==> src/rtl/stopwatch_pkg.sv <==
// rtl/stopwatch_pkg.sv - shared segment constants and digit-index encoding
package stopwatch_pkg;

  localparam logic [6:0] SEG_OFF = 7'h7F;
  localparam logic [3:0] AN_OFF  = 4'hF;

  // Active-low {g,f,e,d,c,b,a}; entry 0 is rightmost, 10..15 render a dash.
  localparam logic [15:0][6:0] SEG_LUT = {
    7'h3F, 7'h3F, 7'h3F, 7'h3F, 7'h3F, 7'h3F,
    7'h10, 7'h00, 7'h78, 7'h02, 7'h12,
    7'h19, 7'h30, 7'h24, 7'h79, 7'h40
  };

  typedef enum logic [1:0] {
    IDX_MS = 2'd0,
    IDX_S0 = 2'd1,
    IDX_S1 = 2'd2,
    IDX_M0 = 2'd3
  } digit_idx_e;

endpackage

==> src/rtl/bcd_to_seg7.sv <==
// rtl/bcd_to_seg7.sv - BCD digit to active-low 7-segment pattern
module bcd_to_seg7
  import stopwatch_pkg::*;
(
  input  logic [3:0] bcd_i,
  output logic [6:0] seg_o
);

  assign seg_o = SEG_LUT[bcd_i];

endmodule

==> src/rtl/stopwatch_display.sv <==
// rtl/stopwatch_display.sv - four-digit multiplexed 7-segment scan driver
module stopwatch_display
  import stopwatch_pkg::*;
#(
  parameter int SCAN_DIV = 1000,
  parameter int GUARD    = 2,
  parameter int DIV_W    = 10
) (
  input  logic       clk,
  input  logic       reset,
  input  logic [3:0] min0,
  input  logic [3:0] sec1,
  input  logic [3:0] sec0,
  input  logic [3:0] milSec0,
  input  logic       lz_blank,
  output logic [3:0] an,
  output logic [6:0] seg,
  output logic       dp
);

  logic [DIV_W-1:0] cnt_q, cnt_d;
  logic [1:0]       idx_q, idx_d;
  logic [3:0]       sh_q [4];
  logic [3:0]       sh_d [4];
  logic [3:0]       an_q, an_d;
  logic [6:0]       seg_q, seg_d;
  logic             dp_q, dp_d;

  logic             slot_end;
  logic             in_guard;
  logic             blank;
  logic [6:0]       dec_seg;

  assign slot_end = (cnt_q == DIV_W'(SCAN_DIV - 1));

  generate
    if (GUARD == 0) begin : g_no_guard
      assign in_guard = 1'b0;
    end else begin : g_guard
      assign in_guard = (cnt_q < DIV_W'(GUARD));
    end
  endgenerate

  bcd_to_seg7 u_dec (
    .bcd_i (sh_q[idx_q]),
    .seg_o (dec_seg)
  );

  // lz_blank is deliberately live; only the digit values are frame-coherent.
  assign blank = lz_blank && (idx_q == IDX_M0) && (sh_q[IDX_M0] == 4'd0);

  always_comb begin
    cnt_d = slot_end ? '0 : cnt_q + 1'b1;
    idx_d = slot_end ? idx_q + 2'd1 : idx_q;
    sh_d  = sh_q;
    if (slot_end && (idx_q == IDX_M0)) begin
      sh_d[IDX_MS] = milSec0;
      sh_d[IDX_S0] = sec0;
      sh_d[IDX_S1] = sec1;
      sh_d[IDX_M0] = min0;
    end
    an_d  = in_guard ? AN_OFF : ~(4'b0001 << idx_q);
    seg_d = blank ? SEG_OFF : dec_seg;
    dp_d  = blank ? 1'b1 : ~idx_q[0];
  end

  always_ff @(posedge clk or negedge reset) begin
    if (!reset) begin
      cnt_q <= '0;
      idx_q <= '0;
      for (int i = 0; i < 4; i++) sh_q[i] <= 4'd0;
      an_q  <= AN_OFF;
      seg_q <= SEG_OFF;
      dp_q  <= 1'b1;
    end else begin
      cnt_q <= cnt_d;
      idx_q <= idx_d;
      sh_q  <= sh_d;
      an_q  <= an_d;
      seg_q <= seg_d;
      dp_q  <= dp_d;
    end
  end

  assign an  = an_q;
  assign seg = seg_q;
  assign dp  = dp_q;

endmodule

==> config.mk <==
export PLATFORM = sky130hd
export DESIGN_NAME = stopwatch_display
export DESIGN_NICKNAME = d
export VERILOG_FILES = /design/src/rtl/stopwatch_pkg.sv /design/src/rtl/bcd_to_seg7.sv /design/src/rtl/stopwatch_display.sv
export SDC_FILE = /design/constraint.sdc
export NUM_CORES = 1
export LEC_CHECK = 0
export ABC_CLOCK_PERIOD_IN_PS = 2050
export CORE_ASPECT_RATIO = 1.1
export CORE_MARGIN = 3
export CORE_UTILIZATION = 45
export CTS_CLUSTER_DIAMETER = 150
export DETAILED_ROUTE_END_ITERATION = 10
export GPL_TIMING_DRIVEN = 0
export PLACE_DENSITY = 0.81
export SLEW_MARGIN = 25
export SYNTH_ARGS = -nofsm -noshare
export SYNTH_HDL_FRONTEND = slang
export SYNTH_SLANG_ARGS = --single-unit
==> constraint.sdc <==
create_clock -name clk -period 2.05 [get_ports clk]
set_input_delay 0.41 -clock clk [delete_from_list [all_inputs] [get_ports clk]]
set_output_delay 0.41 -clock clk [all_outputs]
set_load 0.01 [all_outputs]
# Word level (Yosys, flattened, before mapping)
# Memory sizes are Yosys's and may differ from the RTL's.
# Index checks and enable logic that the tools add are counted.
[totals]
elab_cells = 33
rom_bits = 112
mem_count = 1
reg_bits = 40
in_bits = 19
output_inout_bits = 12
[mem_list]
columns = ["name", "words", "word_bits", "read_ports", "rd_ports_with_merged_regs", "write_ports", "line_no", "rtl"]
rows = [
  ["(no name shown)", 16, 7, 1, 0, 0, "bcd_to_seg7.sv:9", "assign seg_o = SEG_LUT[bcd_i];"],
]
[op_classes]
muxes = 8
add_sub_neg = 2
order_cmp = 3
bitwise = 3
shifts = 1
n_eq_ne = 2
n_reduce_logical = 4
[op_table]
columns = ["cell", "n"]
rows = [
  ["$mux W7", 2],
  ["$mux W4", 3],
  ["$add A10 B1 Y10 const B", 1],
  ["$eq A10 B10 Y1 const B", 1],
  ["$lt A10 B2 Y1 const B", 1],
  ["$mux W10", 1],
  ["$bmux W4 S2", 1],
  ["$lt A4 B5 Y1 const B", 1],
  ["$logic_not A4 Y1", 1],
  ["$not A4 Y4", 1],
  ["$shl A1 B2 Y4 const A", 1],
  ["$ge A3 B3 Y1 const B", 1],
  ["$logic_and A1 B1 Y1", 3],
  ["$not A2 Y3", 1],
  ["$add A2 B1 Y2 const B", 1],
  ["$eq A2 B2 Y1 const B", 1],
  ["$mux W1", 1],
  ["$not A1 Y1", 1],
]

# Depth between registers and ports, before layout
[depth]
word_depth = 7
mapped_depth = 7
mapped_depth_nobuf = 6

# By module
# From an unflattened synthesis, not the netlist that was laid out.
[unflattened]
hier_cells = 160
hier_area_um2 = 1970.6
[modules_own_cells]
columns = ["module", "cells_per_inst", "instances", "seq_area_each_um2", "area_per_inst_um2"]
rows = [
  ["stopwatch_display", 127, 1, 1016.0, 1765.4],
  ["bcd_to_seg7", 33, 1, 0.0, 205.2],
]

# Worst setup path before layout
# Ideal clock, no wire load.
[synth_path]
path_kind = "flip-flop to flip-flop"
from = "reg idx_q[0]"
to = "reg seg_q[0], in the netlist seg[0]"
setup_ps = 87
t_required_ps = 1963
path_buffers = 1
slack_ps = 302
stages_incl_launch_ff = 7
period_less_slack_ps = 1748
arrival_time_ps = 1660
cell_sequence = "dfrtp_1 -> buf_6 -> mux4_2 -> ha_1 -> or2_4 -> a21oi_1 -> o21ai_1"
[synth_via]
elab_chain_cells = 7
elab_cells_between_ends = 10
cone_classes = "eq/ne: 1; mux: 5; bitwise: 1; reduce/logical: 2; memory: 1"
[synth_lines]
columns = ["element", "line_no", "rtl"]
rows = [
  ["from (decl)", "stopwatch_display.sv:22", "logic [1:0] idx_q, idx_d;"],
  ["from (signal assigned)", "stopwatch_display.sv:77", "idx_q <= idx_d;"],
  ["$not A2 Y3 (not written as such)", "stopwatch_display.sv:45", ".bcd_i (sh_q[idx_q]),"],
  ["$bmux W4 S2", "stopwatch_display.sv:45", ""],
  ["$mux W4 (not written as such) (2 in series)", "stopwatch_display.sv:45", ""],
  ["$mem_v2 Z16 W7", "-", ""],
  ["$mux W7 (not written as such)", "bcd_to_seg7.sv:9", ""],
  ["$mux W7 *", "stopwatch_display.sv:63", "seg_d = blank ? SEG_OFF : dec_seg;"],
  ["net seg_d[0]", "stopwatch_display.sv:26", "logic [6:0] seg_q, seg_d;"],
  ["to (signal assigned)", "stopwatch_display.sv:80", "seg_q <= seg_d;"],
  ["to (decl)", "stopwatch_display.sv:26", ""],
]
# The timed path passes the listed nets; every way through them passes the cells marked *. The select of a mux whose other input is x is not followed.
# A chain may end at the register's enable or synchronous reset.

# Final worst setup path
[layout_path]
from = "reg idx_q[0]"
to = "reg seg_q[3], in the netlist seg[3]"
# The elaborated chain is that of the path after synthesis.

==> impl_metrics.env <==
export IMPL_wl_per_cell_um=15.0
export IMPL_ys_warn_count=0
export IMPL_post_cts_buffers=0
export IMPL_drt_iter0_drc=31
export IMPL_synth_cell_types=31
export IMPL_instances_no_fill=240
export IMPL_fin_crit_ns=1.92
export IMPL_synthTopCellsByCount="dfrtp_1, mux2_2, dfstp_2, ha_1"
export IMPL_relSlewSlack_pct=71.6
export IMPL_synth_most_common_cell="dfrtp_1"
export IMPL_synth_nets=181
export IMPL_die_w_um=67.5
export IMPL_rows=23
export IMPL_cts_sinks=40
export IMPL_first_pass_iters=4
export IMPL_antenna_cells=0
export IMPL_placed_cells=232
export IMPL_vdd_drop_max_uv=474
export IMPL_power_leakage_nw=1.02
export IMPL_fmax_mhz=521
export IMPL_fillers=292
export IMPL_grt_pass1_vias=1313
export IMPL_gp_congestion=0.919
export IMPL_die_y_um=73.7
export IMPL_vias=1276
export IMPL_num_io_pins=31
export IMPL_ctsHoldBuffers=0
export IMPL_wl_mm=3.60
export IMPL_synth_area_top_cells="dfrtp_1, dfstp_2, mux2_2"
export IMPL_hpwl_mm=2.71
export IMPL_ys_ff_latch=40
export IMPL_timing_final_max_slew_violations=0
export IMPL_antenna_left=0
export IMPL_cts_tree="yes"
export IMPL_utilization_pct=61.4
export IMPL_rsz0062_at_grt="false"
export IMPL_portBuffers=30
export IMPL_synth_top_cell_area_share_pct=37.4
export IMPL_critPathMaxFanout=6
export IMPL_async_flop_share_pct=100
export IMPL_drc_errors=0
export IMPL_cts_repair_resized=0
export IMPL_hold_class="input pin to asynchronous set/reset pin"
export IMPL_synthCells=151
export IMPL_synth_edf_count=0
export IMPL_cts_buffers=5
export IMPL_initial_core_util_pct=49.0
export IMPL_antenna_found_initial=0
export IMPL_grt_usage_pct=16.6
export IMPL_grt_start_max_net_pins=25
export IMPL_cp_data_arrival_time_ns=2.12
export IMPL_ys_seq_area_share_pct=54.2
export IMPL_clock_tree_root_cell="clkbuf_8"
export IMPL_vias_per_cell=5.32
export IMPL_worstPathRequired_ns=2.25
export IMPL_synth_area_leader_cell="dfrtp_1"
export IMPL_setup_viol=0
export IMPL_power_density_mw_per_mm2=581
export IMPL_syn_area_sq_mm=0.00187
export IMPL_grt_pass1_wl_mm=5.98
export IMPL_cp_end_kind="flip-flop"
export IMPL_grt_overflow=0
export IMPL_synth_ff_type="dfrtp_1"
export IMPL_nets=219
export IMPL_avgSynthCellArea_sq_um=12.4
export IMPL_start_kind="flip-flop"
export IMPL_final_layout_size_suffix_gt1_share_pct=25.8
export IMPL_hold_viol=0
export IMPL_status="finished clean"
export IMPL_min_period_over_period_pct=93.5
export IMPL_max_cap_viol_count=0
export IMPL_coreArea_sq_mm=0.00383
export IMPL_dieArea_sq_mm=0.00498
export IMPL_clock_latency_ns=0.28
export IMPL_max_slew_worst_pin_slew_ns=0.424
export IMPL_fin_skew_ns=0.00119
export IMPL_syn_to_final_growth_pct=25.4
export IMPL_path_class="flip-flop to flip-flop"
export IMPL_clk_pin_slew_ns=0.07
export IMPL_cts_htree_levels=2
export IMPL_cts_path_max_buffers=2
==> logic make-up (layout without fill, tap and decap cells) <==
family                     after synthesis  after routing  share of synthesized area, %
and+or+nand+nor                         44             44                          12.4
DFF                                     40             40                          54.2
AOI/OAI and AO/OA                       21             21                          6.14
muxes                                   21             21                          15.0
adders and majority gates               11             11                          7.34
buffers and inverters                    9             48                          2.60
xor gates and xnor gates                 5              5                          2.34
==> layout make-up <==
cell class | instances | area, sq um | share of cell area [%]
timing repair buffer | 31 | 323 | 13.7
buffer | 2 | 22.5 | 0.958
inverter | 7 | 26.3 | 1.12
clock buffer | 8 | 90.1 | 3.83
sequential | 40 | 1020 | 43.2
multi-input combinational | 102 | 810 | 34.5
tap | 50 | 62.6 | 2.66
==> worst max-delay path: stages (launching register included) <==
cell,delay (ns)
dfrtp_1,0.40
buf_6,0.16
mux4_2,0.57
ha_1,0.21
or2_4,0.26
a21oi_2,0.16
o21ai_1,0.08
==> registers in the layout, summed over array words and instances, names as in the netlist <==
register	cells
seg	7
an	4
dp	1
sh_q	16
idx_q	2
cnt_q	10
==> placed cells by master (no fill, tap or decap), types with 2 or more instances in the layout <==
cell type / Yosys / layout
nand3_1: 10 / 10
inv_1: 7 / 7
mux2_2: 17 / 17
xor2_1: 2 / 2
ha_1: 11 / 11
and3_1: 3 / 3
a21oi_1: 7 / 7
nor4_1: 2 / 2
nor2_1: 8 / 8
buf_6: 2 / 2
nand2_1: 10 / 10
xnor2_1: 3 / 3
clkbuf_8: 0 / 6
clkdlybuf4s50_1: 0 / 29
dfrtp_1: 28 / 28
o21ai_1: 5 / 5
nor3_1: 2 / 2
dfstp_2: 12 / 12
mux4_2: 4 / 4
clkbuf_1: 0 / 2
o21ai_0: 5 / 5
==> stage by stage <==
stage	total power, W	hold slack (ns)	setup TNS (ns)	area [sq um]	setup WS, ns
after CTS	0.00138	0.0612	0	2350	0.135
after floorplan	0.000805	0.114	0	1870	0.302
final	0.00137	0.0546	0	2350	0.132
after detailed placement	0.000860	0.373	0	2260	0.144
after global routing	0.00142	0.0783	0	2350	0.0342
after global placement	0.000853	0.442	-6.67	2240	-0.240
==> path summary, 6_finish.rpt <==
kind | cells past startpoint | from | endpoint | slack [ns]
setup / recovery | 6 | idx_q[0] | seg[3] | 0.13
hold / removal | 1 | reset | sh_q[9] | 0.05
setup reg to reg | 6 | idx_q[0] | seg[3] | 0.13
hold reg to reg | 1 | cnt_q[0] | cnt_q[0] | 0.47
max in group asynchronous | 2 | reset | an[2] | 1.47
min in group clk | 1 | cnt_q[0] | cnt_q[0] | 0.47
==> per-layer routing <==
layer | wire length [um] | track usage [%]
met1 | 1450 | 19.0
met3 | 210 | 3.36
met2 | 1810 | 27.7
met4 | 138 | 10.6
met5 | 0 | 0
==> where the power goes <==
part | switching [W] | internal [W] | total (W)
clock | 0.000247 | 0.000274 | 0.000521
sequential | 0 | 0.000790 | 0.000790
combinational | 0.0000205 | 0.0000342 | 0.0000547
Power figures use the tool's default switching activity.
==> RTL change 1: new RTL, same flow settings <==
Change the parameter `DIV_W` from 10 to 5.
--- a/src/rtl/stopwatch_display.sv
+++ b/src/rtl/stopwatch_display.sv
@@ -4,7 +4,7 @@
 #(
   parameter int SCAN_DIV = 1000,
   parameter int GUARD    = 2,
-  parameter int DIV_W    = 10
+  parameter int DIV_W    = 5
 ) (
   input  logic       clk,
   input  logic       reset,
Formal check against the unedited RTL: not equivalent (Yosys sat finds a counterexample within 10 cycles, from zero or initial values and one cycle with reset low).
==> RTL change 1 against the original RTL <==
Fmax increased by 2.1%. Final cell count down 14%. Sequential cell count fell by 5. Die area down 14%. Largest cell class unchanged. Wire length fell by 26%. Critical path depth stayed put. Highest routed layer unchanged. Synthesized area shrank 15%. Cell area fell by 12%. Worst setup slack gained 0.040 ns.
Power is not compared: it rests on default switching activity, and its combinational part moved more than twofold at a synthesized area within 25%.
==> RTL change 1: results (changes against the original RTL) <==
[drt]
drtAntennaViolNets = 0  ; unchanged
drt_iter0_drc = 22  ; -29%
wl_per_cell_um = 12.86  ; -14%
via_count = 1027  ; -20%

[logic_synthesis]
yosys-top-cells-area = dfrtp_1, dfstp_2, mux2_2
ys_async_sr_fraction = 1.000  ; unchanged
synth_nets = 149  ; -18%
yosys-top-cells-count = dfrtp_1, mux2_2, dfstp_2
avgSynthCellArea_um2 = 13.43  ; +8.2%
synth-seq-area-share = 0.5576  ; +0.01550
ys_warn_count = 0  ; unchanged
synthDistinctLibCells = 28  ; -9.7%

[setup_path]
critical_path_arrival_ns = 2.14  ; +0.02 ns
r2r_slack_ns = 0.17  ; +0.04 ns
cp-endpoint = seg[0]
r2r_cells = 6  ; unchanged
startpoint = idx_q[0]
crit_fanout = 6  ; unchanged

[layout]
fin_nets = 188  ; -14%
fill_cells = 265  ; -9.2%
n_antenna_cell = 0  ; unchanged
drive_gt1_frac = 0.3082  ; +0.05028
final_cells = 207  ; -14%

[place]
globalplace.congestion = 0.7613  ; -17%
place_worst_setup_slack_ns = 0.1954  ; +0.05112 ns
place_inst = 198  ; -15%
dp_hpwl_mm = 2.096  ; -23%

[sta]
finClkSkew_ns = 0.01049  ; +0.009303 ns
drv_slew = 0  ; unchanged
hold_ws_ns = 0.4682  ; +0.4136 ns
finalCritPeriodShare = 0.9160  ; -0.01943
slew_headroom = 0.7534  ; +0.03732

[clock_network]
numCtsBuffers = 5  ; unchanged
cts_resized = 0  ; unchanged
cts.reportedPaths.clkPinSlew_ns = 0.10  ; +0.03 ns
htreeDepth = 2  ; unchanged
cts_hold_buf = 1  ; +1
clk_latency_ns = 0.34  ; +0.06 ns
cts-root-buf = clkbuf_4

[hold_path]
holdPathEnd = cnt_q[0]
worstHoldPathCells = 1
hp-class = reg2reg

[grt]
grt_start_max_net_pins = 21  ; -16%
grt_pass1_wl_mm = 4.740  ; -21%
grt_usage = 0.1463  ; -0.01926
antenna_found_initial = 0  ; unchanged

[outcome]
status = completed

==> RTL change 1: cell types whose count changed in the layout (fill, tap and decap cells not counted), moves of 2 or more <==
cell | before | now
o21ai_0 | 5 | 3
dfrtp_1 | 28 | 23
clkbuf_4 | 0 | 5
a21oi_1 | 7 | 5
nor2_1 | 8 | 4
clkbuf_8 | 6 | 1
and3_1 | 3 | 0
clkbuf_1 | 2 | 0
nand3_1 | 10 | 3
==> RTL change 1: layout make-up <==
| cell class | instances | area share |
|---|---|---|
| Multi-Input combinational cell | 76 | 0.3205 |
| Sequential cell | 35 | 0.4289 |
| Clock inverter | 2 | 0.01687 |
| Buffer | 2 | 0.009036 |
| Timing Repair Buffer | 32 | 0.1602 |
| Inverter | 6 | 0.01084 |
| Tap cell | 48 | 0.02892 |
| Clock buffer | 6 | 0.02470 |
==> RTL change 1: metrics by stage <==
stage               total power (W)  area, um^2
floorplan                 0.0008035        1598
global placement          0.0008787        1958
detailed placement        0.0008923        1981
CTS                        0.001413        2077
global route               0.001462        2077
finish                     0.001391        2077
==> RTL change 1: power by group <==
part	switching, W	leakage [nW]	internal (W)
Combinational	0.0000566	0.436	0.0000846
Sequential	0.0000119	0.401	0.000726
Clock	0.000224	0.0482	0.000288
Total	0.000292	0.886	0.00110
==> RTL change 1: kinds of logic after synthesis <==
family / count (synthesis) / share of synthesized area
mux: 20 / 0.1691
flops: 35 / 0.5576
buf+inv: 8 / 0.02584
xor+xnor: 4 / 0.02193
compound gates: 15 / 0.05090
simple gates: 26 / 0.08850
fa+ha+maj: 11 / 0.08614
==> RTL change 1: metal layers <==
metal	GRT usage	share of wire	vias to the layer above
met2	0.2610	0.52	26
met5	0	0	-
met4	0.07163	0.022	0
met1	0.1610	0.41	504
met3	0.04700	0.050	7
li1	-	-	490
==> RTL change 2: new RTL, config.mk and constraints unchanged <==
Without the edit above. Register the output `an` once more, with the module's reset; this adds one clock of latency there. The other outputs are not delayed to match.
--- a/src/rtl/stopwatch_display.sv
+++ b/src/rtl/stopwatch_display.sv
@@ -82,7 +82,13 @@
     end
   end
 
-  assign an  = an_q;
+  always_ff @(posedge clk or negedge reset) begin
+    if (!reset) begin
+      an <= '0;
+    end else begin
+      an <= an_q;
+    end
+  end
   assign seg = seg_q;
   assign dp  = dp_q;
 
Function: changed (a bounded check fails within 4 cycles, from zero or initial values and one cycle with reset low).
==> RTL change 2 against the original RTL <==
Synthesized area grew 5.3%. Wire length down 12%. Final cell count is 2.5% higher. Synthesized cell count rose by 2.6%. Cell area increased by 3.9%. Power rose by 4.6%. Via count up 0.16%. Combinational power up 1%. Clock power is 3% lower. Worst setup slack worse by 0.0015 ns. Sequential cell count up 4. Critical endpoint is now seg[5].
==> RTL change 2: results (changes against the original RTL) <==
[logic_synthesis]
synth_mux_area_frac = 0.1426  ; -0.007615
yosys-top-cells-area = dfrtp_1, dfstp_2, mux2_2
yosys-top-cells-count = dfrtp_1, mux2_2, dfstp_2
synth_compound_area_frac = 0.05830  ; -0.003114
synth-seq-area-share = 0.5653  ; +0.02322
synth-xor-area-share = 0.02218  ; -0.001185

[power_and_ir_drop]
power_leakage_nw = 1.051  ; +3.4%

[place]
globalplace.congestion = 0.8486  ; -7.6%
dp_hpwl_mm = 2.402  ; -11%
placed_cell_area_mm2 = 0.002362  ; +4.5%

[sta]
slew_headroom = 0.6784  ; -0.03776
hold_ws_ns = 0.06977  ; +0.01522 ns

[setup_path]
r2r_end = seg[5]
r2r_slack_ns = 0.13
r2r_cells = 7  ; +1

[layout]
area_growth_pct = 23.70
fill_cells = 336  ; +15%

[grt]
grt_pass1_wl_mm = 5.368  ; -10%
grt_usage = 0.1332  ; -0.03237
grt_start_max_net_pins = 25  ; unchanged
grt_pass1_vias = 1224  ; -6.8%

[drt]
wl_per_cell_um = 12.91  ; -14%
via_count = 1278  ; +0.16%
drt_iter0_drc = 42  ; +35%

[outcome]
status = completed

## RTL change 2: cell count changes after synthesis, sizes merged
cell,before,now
dfrtp,28,32
## RTL change 2: logic make-up (layout without fill, tap and decap cells)
family | count (synthesis) | count (layout)
adder cells (fa/ha/maj) | 11 | 11
XOR/XNOR | 5 | 5
AND/OR/NAND/NOR | 44 | 44
flip-flops | 44 | 44
AO/OA/AOI/OAI | 21 | 21
buffers and inverters | 9 | 48
multiplexers | 21 | 21
## RTL change 2: final cells by class
type,count,share of cell area
inverters,7,0.01076
well taps,52,0.02664
clock buffers,8,0.03279
multi-input cells,102,0.3315
repair buffers,31,0.1322
flip-flops and latches,44,0.4570
plain buffers,2,0.009221
## RTL change 2: worst max path at each step
stage	from	endpoint	slack, ns	cells after the start
after floorplan	idx_q[0]	seg[0]	0.30	6
after global placement	reset	an[1]	-0.51	1
after detailed placement	idx_q[0]	seg[5]	0.15	7
after CTS	idx_q[0]	seg[5]	0.12	7
after global routing	idx_q[0]	seg[5]	0.002	7
final	idx_q[0]	seg[5]	0.13	7
## RTL change 2: metal layers
layer,track usage,up-vias,share of wire
met5,0,-,0
met4,0.08243,0,0.022
met3,0.02770,7,0.041
met2,0.2288,29,0.50
met1,0.1567,625,0.43
li1,-,617,-
## RTL change 2: power by group
part	internal, W	switching (W)	total [W]
registers	0.000869	0	0.000869
clock network	0.000242	0.000263	0.000505
logic	0.0000342	0.0000212	0.0000553
total	0.00114	0.000284	0.00143
## RTL change 2: through the flow
stage	TNS (ns)	worst slack [ns]	instances	power [W]
floorplan	0	0.3024	155	0.0008851
global placement	-17.24	-0.5064	237	0.0009355
detailed placement	0	0.1451	238	0.0009418
CTS	0	0.1244	246	0.001454
global route	0	0.002141	246	0.001494
finish	0	0.1309	246	0.001429
